<file path="src/rtl/mem_arb_pkg.sv">
// rtl/mem_arb_pkg.sv - shared types and lane helpers for the bank access arbiter
package mem_arb_pkg;

    typedef enum logic [1:0] {SIZE_B, SIZE_H, SIZE_W} mem_size_t;
    typedef enum logic {IDLE, SPLIT} arb_state_t;
    typedef enum logic {GNT_IF, GNT_LS} grant_t;

    // Size code 3 is treated as a word access.
    function automatic logic [2:0] size_bytes(input logic [1:0] size);
        case (mem_size_t'(size))
            SIZE_B:  return 3'd1;
            SIZE_H:  return 3'd2;
            default: return 3'd4;
        endcase
    endfunction

    // Bytes that spill past lane 3 land in the upper nibble and form the second beat.
    function automatic logic [3:0] lane_mask(input logic [1:0] offset, input logic [1:0] size,
                                             input logic beat);
        logic [7:0] m;
        m = ((8'd1 << size_bytes(size)) - 8'd1) << offset;
        return beat ? m[7:4] : m[3:0];
    endfunction

    function automatic logic crosses_row(input logic [1:0] offset, input logic [1:0] size);
        return ({1'b0, offset} + size_bytes(size)) > 3'd4;
    endfunction

endpackage

</file>
<file path="src/rtl/mem_lane_align.sv">
// rtl/mem_lane_align.sv - byte-lane rotation, beat merge and zero fill
module mem_lane_align
    import mem_arb_pkg::*;
(
    input  logic [1:0]  offset,
    input  logic [1:0]  size,
    input  logic        second_beat,
    input  logic [31:0] wdata,
    input  logic [31:0] rdata,
    input  logic [31:0] partial,
    output logic [31:0] wdata_rot,
    output logic [31:0] rdata_out
);

    logic [3:0]  m2;
    logic [2:0]  n;
    logic [31:0] merged;
    logic [1:0]  wsrc;
    logic [1:0]  rsrc;

    always_comb begin
        m2        = lane_mask(offset, size, 1'b1);
        n         = size_bytes(size);
        wdata_rot = '0;
        merged    = '0;
        rdata_out = '0;
        wsrc      = '0;
        rsrc      = '0;
        // Lane j of a beat carries request byte (j - offset) mod 4 in both directions.
        for (int j = 0; j < 4; j++) begin
            wsrc = 2'(j) - offset;
            wdata_rot[8*j +: 8] = wdata[{wsrc, 3'b000} +: 8];
            merged[8*j +: 8]    = (second_beat && !m2[j]) ? partial[8*j +: 8] : rdata[8*j +: 8];
        end
        for (int k = 0; k < 4; k++) begin
            rsrc = 2'(k) + offset;
            rdata_out[8*k +: 8] = (3'(k) < n) ? merged[{rsrc, 3'b000} +: 8] : 8'h00;
        end
    end

endmodule

</file>
<file path="src/rtl/bank_access_arbiter.sv">
// rtl/bank_access_arbiter.sv - round-robin IF/LS arbiter for a 4-lane byte-banked memory
module bank_access_arbiter
    import mem_arb_pkg::*;
#(
    parameter  int DATA_DEPTH = 4096,
    localparam int ROW_W      = $clog2(DATA_DEPTH),
    localparam int ADDR_W     = ROW_W + 2
) (
    input  logic              clk,
    input  logic              rst,
    input  logic              if_req_valid,
    output logic              if_req_ready,
    input  logic [ADDR_W-1:0] if_addr,
    output logic              if_rsp_valid,
    output logic [31:0]       if_rsp_data,
    input  logic              ls_req_valid,
    output logic              ls_req_ready,
    input  logic              ls_we,
    input  logic [1:0]        ls_size,
    input  logic [ADDR_W-1:0] ls_addr,
    input  logic [31:0]       ls_wdata,
    output logic              ls_rsp_valid,
    output logic [31:0]       ls_rsp_data,
    output logic [ROW_W-1:0]  mem_raddr,
    input  logic [31:0]       mem_rdata,
    output logic [ROW_W-1:0]  mem_waddr,
    output logic [3:0]        mem_we,
    output logic [31:0]       mem_wdata
);

    arb_state_t       state;
    grant_t           last_grant;
    logic [ROW_W-1:0] split_row;
    logic [1:0]       split_off;
    logic [1:0]       split_size;
    logic             split_we;
    logic [31:0]      split_wdata;
    logic [31:0]      partial;

    logic [ROW_W-1:0] cur_row;
    logic [ROW_W-1:0] next_row;
    logic [1:0]       cur_off;
    logic [1:0]       cur_size;
    logic             cur_we;
    logic [31:0]      cur_wdata;
    logic             beat2;
    logic             active;
    logic [31:0]      aligned;

    assign if_req_ready = !rst && (state == IDLE) && if_req_valid
                          && (!ls_req_valid || last_grant == GNT_LS);
    assign ls_req_ready = !rst && (state == IDLE) && ls_req_valid
                          && (!if_req_valid || last_grant == GNT_IF);

    // Select the beat presented to the banks this cycle.
    always_comb begin
        cur_row   = ls_addr[ADDR_W-1:2];
        cur_off   = ls_addr[1:0];
        cur_size  = ls_size;
        cur_we    = ls_we;
        cur_wdata = ls_wdata;
        beat2     = 1'b0;
        active    = ls_req_ready;
        if (state == SPLIT) begin
            cur_row   = split_row;
            cur_off   = split_off;
            cur_size  = split_size;
            cur_we    = split_we;
            cur_wdata = split_wdata;
            beat2     = 1'b1;
            active    = !rst;
        end else if (if_req_ready) begin
            cur_row   = if_addr[ADDR_W-1:2];
            cur_off   = 2'd0;
            cur_size  = SIZE_W;
            cur_we    = 1'b0;
            cur_wdata = '0;
            active    = 1'b1;
        end
    end

    assign next_row  = (cur_row == ROW_W'(DATA_DEPTH - 1)) ? '0 : cur_row + ROW_W'(1);
    assign mem_raddr = cur_row;
    assign mem_waddr = cur_row;
    assign mem_we    = (active && cur_we) ? lane_mask(cur_off, cur_size, beat2) : 4'b0000;

    mem_lane_align u_align (
        .offset      (cur_off),
        .size        (cur_size),
        .second_beat (beat2),
        .wdata       (cur_wdata),
        .rdata       (mem_rdata),
        .partial     (partial),
        .wdata_rot   (mem_wdata),
        .rdata_out   (aligned)
    );

    always_ff @(posedge clk or posedge rst) begin
        if (rst) begin
            state        <= IDLE;
            last_grant   <= GNT_LS;
            if_rsp_valid <= 1'b0;
            if_rsp_data  <= '0;
            ls_rsp_valid <= 1'b0;
            ls_rsp_data  <= '0;
            partial      <= '0;
            split_row    <= '0;
            split_off    <= '0;
            split_size   <= '0;
            split_we     <= 1'b0;
            split_wdata  <= '0;
        end else begin
            if_rsp_valid <= 1'b0;
            ls_rsp_valid <= 1'b0;
            case (state)
                IDLE: begin
                    if (if_req_ready) begin
                        last_grant   <= GNT_IF;
                        if_rsp_valid <= 1'b1;
                        if_rsp_data  <= aligned;
                    end else if (ls_req_ready) begin
                        last_grant <= GNT_LS;
                        if (crosses_row(cur_off, cur_size)) begin
                            state       <= SPLIT;
                            split_row   <= next_row;
                            split_off   <= cur_off;
                            split_size  <= cur_size;
                            split_we    <= cur_we;
                            split_wdata <= cur_wdata;
                            partial     <= mem_rdata;
                        end else begin
                            ls_rsp_valid <= 1'b1;
                            ls_rsp_data  <= cur_we ? 32'h0 : aligned;
                        end
                    end
                end
                SPLIT: begin
                    state        <= IDLE;
                    ls_rsp_valid <= 1'b1;
                    ls_rsp_data  <= split_we ? 32'h0 : aligned;
                end
                default: state <= IDLE;
            endcase
        end
    end

endmodule

</file>
<file path="config.mk">
export PLATFORM = sky130hd
export DESIGN_NAME = bank_access_arbiter
export DESIGN_NICKNAME = d
export VERILOG_FILES = /design/src/rtl/mem_arb_pkg.sv /design/src/rtl/mem_lane_align.sv /design/src/rtl/bank_access_arbiter.sv
export SDC_FILE = /design/constraint.sdc
export NUM_CORES = 1
export LEC_CHECK = 0
export ABC_AREA = 1
export BUFFER_PORTS_ARGS = -buffer_cell sky130_fd_sc_hd__buf_4
export CORE_ASPECT_RATIO = 1.4
export CORE_MARGIN = 10
export CORE_UTILIZATION = 54
export CTS_CLUSTER_DIAMETER = 150
export DETAILED_ROUTE_END_ITERATION = 8
export PLACE_DENSITY = 0.79
export SLEW_MARGIN = 20
export SYNTH_ARGS = -nofsm -noshare
export SYNTH_HDL_FRONTEND = slang
export SYNTH_SLANG_ARGS = --single-unit
</file>
<file path="constraint.sdc">
create_clock -name clk -period 5 [get_ports clk]
set_input_delay 0.25 -clock clk [delete_from_list [all_inputs] [get_ports clk]]
set_output_delay 0.25 -clock clk [all_outputs]
set_load 0.05 [all_outputs]
</file>
==> results.yml <==
timing:
  fin_crit_sh_pct: 88.3
  setup_viol: 0
  post-route-min-period_ns: 4.41
  hold-worst-slack_ns: 0.0270
  worstMarginPinSlew_ns: 1.05
  slew_violations: 0
  hold_violations: 0
  max_freq_mhz: 227
  fin_skew_ns: 0.0115
  rsz0062_at_grt: "false"
  fin_tns_setup_ns: 0
  slew-limit-headroom_pct: 29.8
finish:
  drive_gt1_share_pct: 22.6
  nets: 1509
  n_antenna_cell: 0
  fin_area_sq_um: 11200
  area_growth_pct: 24.8
yosys:
  postSynthAreaPerCell_sq_um: 7.30
  synthMuxAreaShare_pct: 0
  yosys.area.top_type: "dfrtp_1"
  synth_edf_count: 0
  yosysUniqueCellTypes: 37
  synth_warnings: 0
  synthAdderAreaFrac_pct: 0.920
  netlist_instances: 1230
  synth_top_area_share_pct: 41.2
  ys_seq_area_share_pct: 41.5
  synth_xor_area_share_pct: 0.390
  ys_ff_latch: 149
  synth_top_family_by_area: "simple AND/OR/NAND/NOR gates"
  synth_area_leaders: "dfrtp_1 41%, nand2_1 15%, nand3_1 9.9%, o21ai_0 8.0%, nand4_1 4.9%"
  synth_compound_area_share_pct: 12.3
  async_flop_share_pct: 100
  syn_area_sq_um: 8980
  synth_nets: 1335
  yosys.area_share.simple_pct: 34.8
  synth_ff_type: "dfrtp_1"
floorplanning:
  die_w_microns: 129
  die_height_microns: 173
  std_cell_rows: 55
  fp.coreArea_sq_um: 16200
  initial_core_util_pct: 55.3
  die_area_sq_um: 22300
  num_io_pins: 227
clock_network:
  h-tree-depth: 4
  cts_setup_buffers: 0
  path_clk_slew_ns: 0.06
  postCtsHoldBufs: 1
  insertion_delay_ns: 0.44
  clockBufferDepth: 2
  cts_made_buffers: 17
  clock_sinks: 149
  cts_repair_resize_count: 0
  cts_tree: "yes"
  clockRootBuffer: "clkbuf_16"
global_routing:
  grtUsageTotal_pct: 27.9
  grt_max_degree: 97
  grt_pass1_wl_mm: 49.6
  antenna_found_initial: 0
  grt_overflow_total: 0
  grt_pass1_vias: 9293
worst_setup_path:
  path_cells: "inv_2, nand2_1, nand2_2, nand2_1, nor2_1, clkinv_1, buf_4, ha_1, clkinv_1, nand2_1, nand2_1, nand3_2, nand3_2, nand4_1, inv_1, buf_4"
  r2r_slack_ns: 0.99
  startpoint: "state"
  rr_endpoint: "if_rsp_data[16]"
  cp-endpoint: "mem_we[1]"
  endpoint_kind: "output pin"
  crit_buf_inv: 6
  reg2regPathDepth: 18
  critPathLaunchType: "register"
  cp_slowest_cell: "dfrtp_2"
  crit_type: "reg -> out"
  cp.arrival_ns: 4.16
  worst-path-stages: 16
  worstPathRequired_ns: 4.75
  path_max_fanout: 18
  cpLargestDelayFamily: "simple AND/OR/NAND/NOR gates"
  rr_startpoint: "state"
  crit_top_cell: "nand2_1"
  slowest_delay_ns: 0.51
drt:
  route.detailed.drc: 0
  drtPass1Iterations: 5
  ant_nets: 0
  routedWlPerCell_microns: 19.1
  drtIter0Drc: 815
  vias_per_cell: 5.71
  num_vias: 9227
  wl_mm: 30.8
power:
  p_per_area_nw_per_um2: 654
  p_leak_nw: 5.92
  vdd_drop_max_v: 0.000497
placed_design:
  dp_hpwl_mm: 22.7
  place.port_buffers: 224
  placed_cell_area_sq_um: 10600
  gp_congestion: 0.997
flow_run:
  maxCapViolations: 0
run_status:
  status: "complete, no violations"
min_path:
  hold_class: "in -> reg"
==> stage by stage <==
stage / total power (W) / std cells / utilization, % / worst slack (ns)
floorplan: 0.00484 / 1230 / - / 0.0494
global placement: 0.00598 / 1583 / 65.4 / 1.13
detailed placement: 0.00607 / 1583 / 65.4 / 1.08
CTS: 0.00734 / 1616 / 69.0 / 0.647
global route: 0.00778 / 1616 / 69.0 / 0.352
finish: 0.00733 / 1616 / 69.0 / 0.586
==> layout by cell type (no fill, tap or decap), types with 2 or more instances in the layout <==
| cell | synthesis | routed |
|---|---|---|
| clkbuf_16 | 0 | 17 |
| clkinv_1 | 2 | 2 |
| nor2_4 | 1 | 2 |
| o21ai_2 | 2 | 2 |
| inv_1 | 116 | 114 |
| nor2_2 | 2 | 2 |
| nand2_2 | 19 | 19 |
| buf_4 | 13 | 239 |
| nand3_2 | 5 | 5 |
| clkinvlp_4 | 0 | 2 |
| a22oi_1 | 33 | 33 |
| ha_1 | 5 | 5 |
| o21ai_1 | 4 | 4 |
| xnor2_1 | 2 | 2 |
| o21ai_0 | 144 | 144 |
| inv_8 | 0 | 7 |
| inv_6 | 0 | 7 |
| inv_2 | 3 | 4 |
| xor2_1 | 2 | 2 |
| dfrtp_1 | 148 | 147 |
| nand3b_1 | 11 | 11 |
| nand4_1 | 71 | 71 |
| nand3_1 | 177 | 177 |
| a21oi_1 | 8 | 8 |
| nand2_1 | 362 | 362 |
| nand3_4 | 6 | 6 |
| nor2_1 | 10 | 9 |
==> state kept, by name (all words and copies together) (netlist names) <==
| register | count |
|---|---|
| if_rsp_data | 32 |
| if_rsp_valid | 1 |
| last_grant | 1 |
| ls_rsp_data | 32 |
| ls_rsp_valid | 1 |
| partial | 32 |
| split_off | 2 |
| split_row | 12 |
| split_size | 2 |
| split_wdata | 32 |
| split_we | 1 |
| state | 1 |
==> worst register-to-register path, cell delays in order (launching register included) <==
cell	delay (ns)
dfrtp_2	0.51
inv_2	0.26
nand2_1	0.10
nand2_2	0.10
nand2_1	0.07
nor2_1	0.27
clkinv_1	0.10
buf_4	0.21
ha_1	0.34
clkinv_1	0.46
nand2_1	0.25
nand2_1	0.15
nand3_2	0.22
nand3_2	0.24
nand2_1	0.15
nand3_1	0.10
nand3_1	0.22
nand4_1	0.14
nand2_1	0.08
==> power by group <==
group / total [W] / switching [W] / internal [W] / leakage (nW)
Clock: 0.00127 / 0.000602 / 0.000667 / 0.279
Sequential: 0.00204 / 0.000289 / 0.00175 / 1.88
Combinational: 0.00402 / 0.00292 / 0.00111 / 3.76
Total: 0.00733 / 0.00381 / 0.00352 / 5.92
==> kinds of logic (layout without fill, tap and decap cells) <==
kind of cell             Yosys count  count (layout)
adder cells (fa/ha/maj)            6               6
XOR/XNOR                           4               4
flip-flops                       149             149
AO/OA/AOI/OAI                    197             197
AND/OR/NAND/NOR                  666             666
buffers and inverters            208             395
==> synthesized netlist by cell type (3+ instances only) <==
cell,count
a22oi_1,33
nand3_4,6
nor2_1,10
buf_2,24
nand3b_1,11
nand2_1,362
nand2_2,19
ha_1,5
buf_1,9
inv_2,3
buf_6,5
nand4_1,71
nand3_2,5
nand3_1,177
clkbuf_1,36
dfrtp_1,148
o21ai_1,4
buf_4,13
inv_1,116
o21ai_0,144
a21oi_1,8
==> routing by layer <==
layer	track usage (%)	wire [microns]
met1	31.2	11400
met2	46.6	15200
met3	6.89	2340
met4	16.7	1860
met5	0	0
==> how the worst min path moves through the flow <==
stage / endpoint / cells after the start / startpoint / slack [ns]
4_1_cts: partial[29] / 3 / mem_rdata[29] / 0.02
2_1_floorplan: partial[10] / 2 / mem_rdata[10] / 0.37
5_1_grt: partial[19] / 3 / mem_rdata[19] / 0.05
3_5_place_dp: split_size[1] / 2 / rst / 0.38
6_report: partial[29] / 3 / mem_rdata[29] / 0.03
3_3_place_gp: split_row[3] / 2 / rst / 0.39
==> cell type report <==
| cell class | instances | area, sq um |
|---|---|---|
| inverter | 121 | 459 |
| fill | 1451 | 5030 |
| tap | 199 | 249 |
| sequential | 149 | 3730 |
| multi-input combinational | 873 | 4360 |
| timing repair buffer | 242 | 1840 |
| clock buffer | 17 | 425 |
| clock inverter | 15 | 146 |
Power figures use the tool's default switching activity.
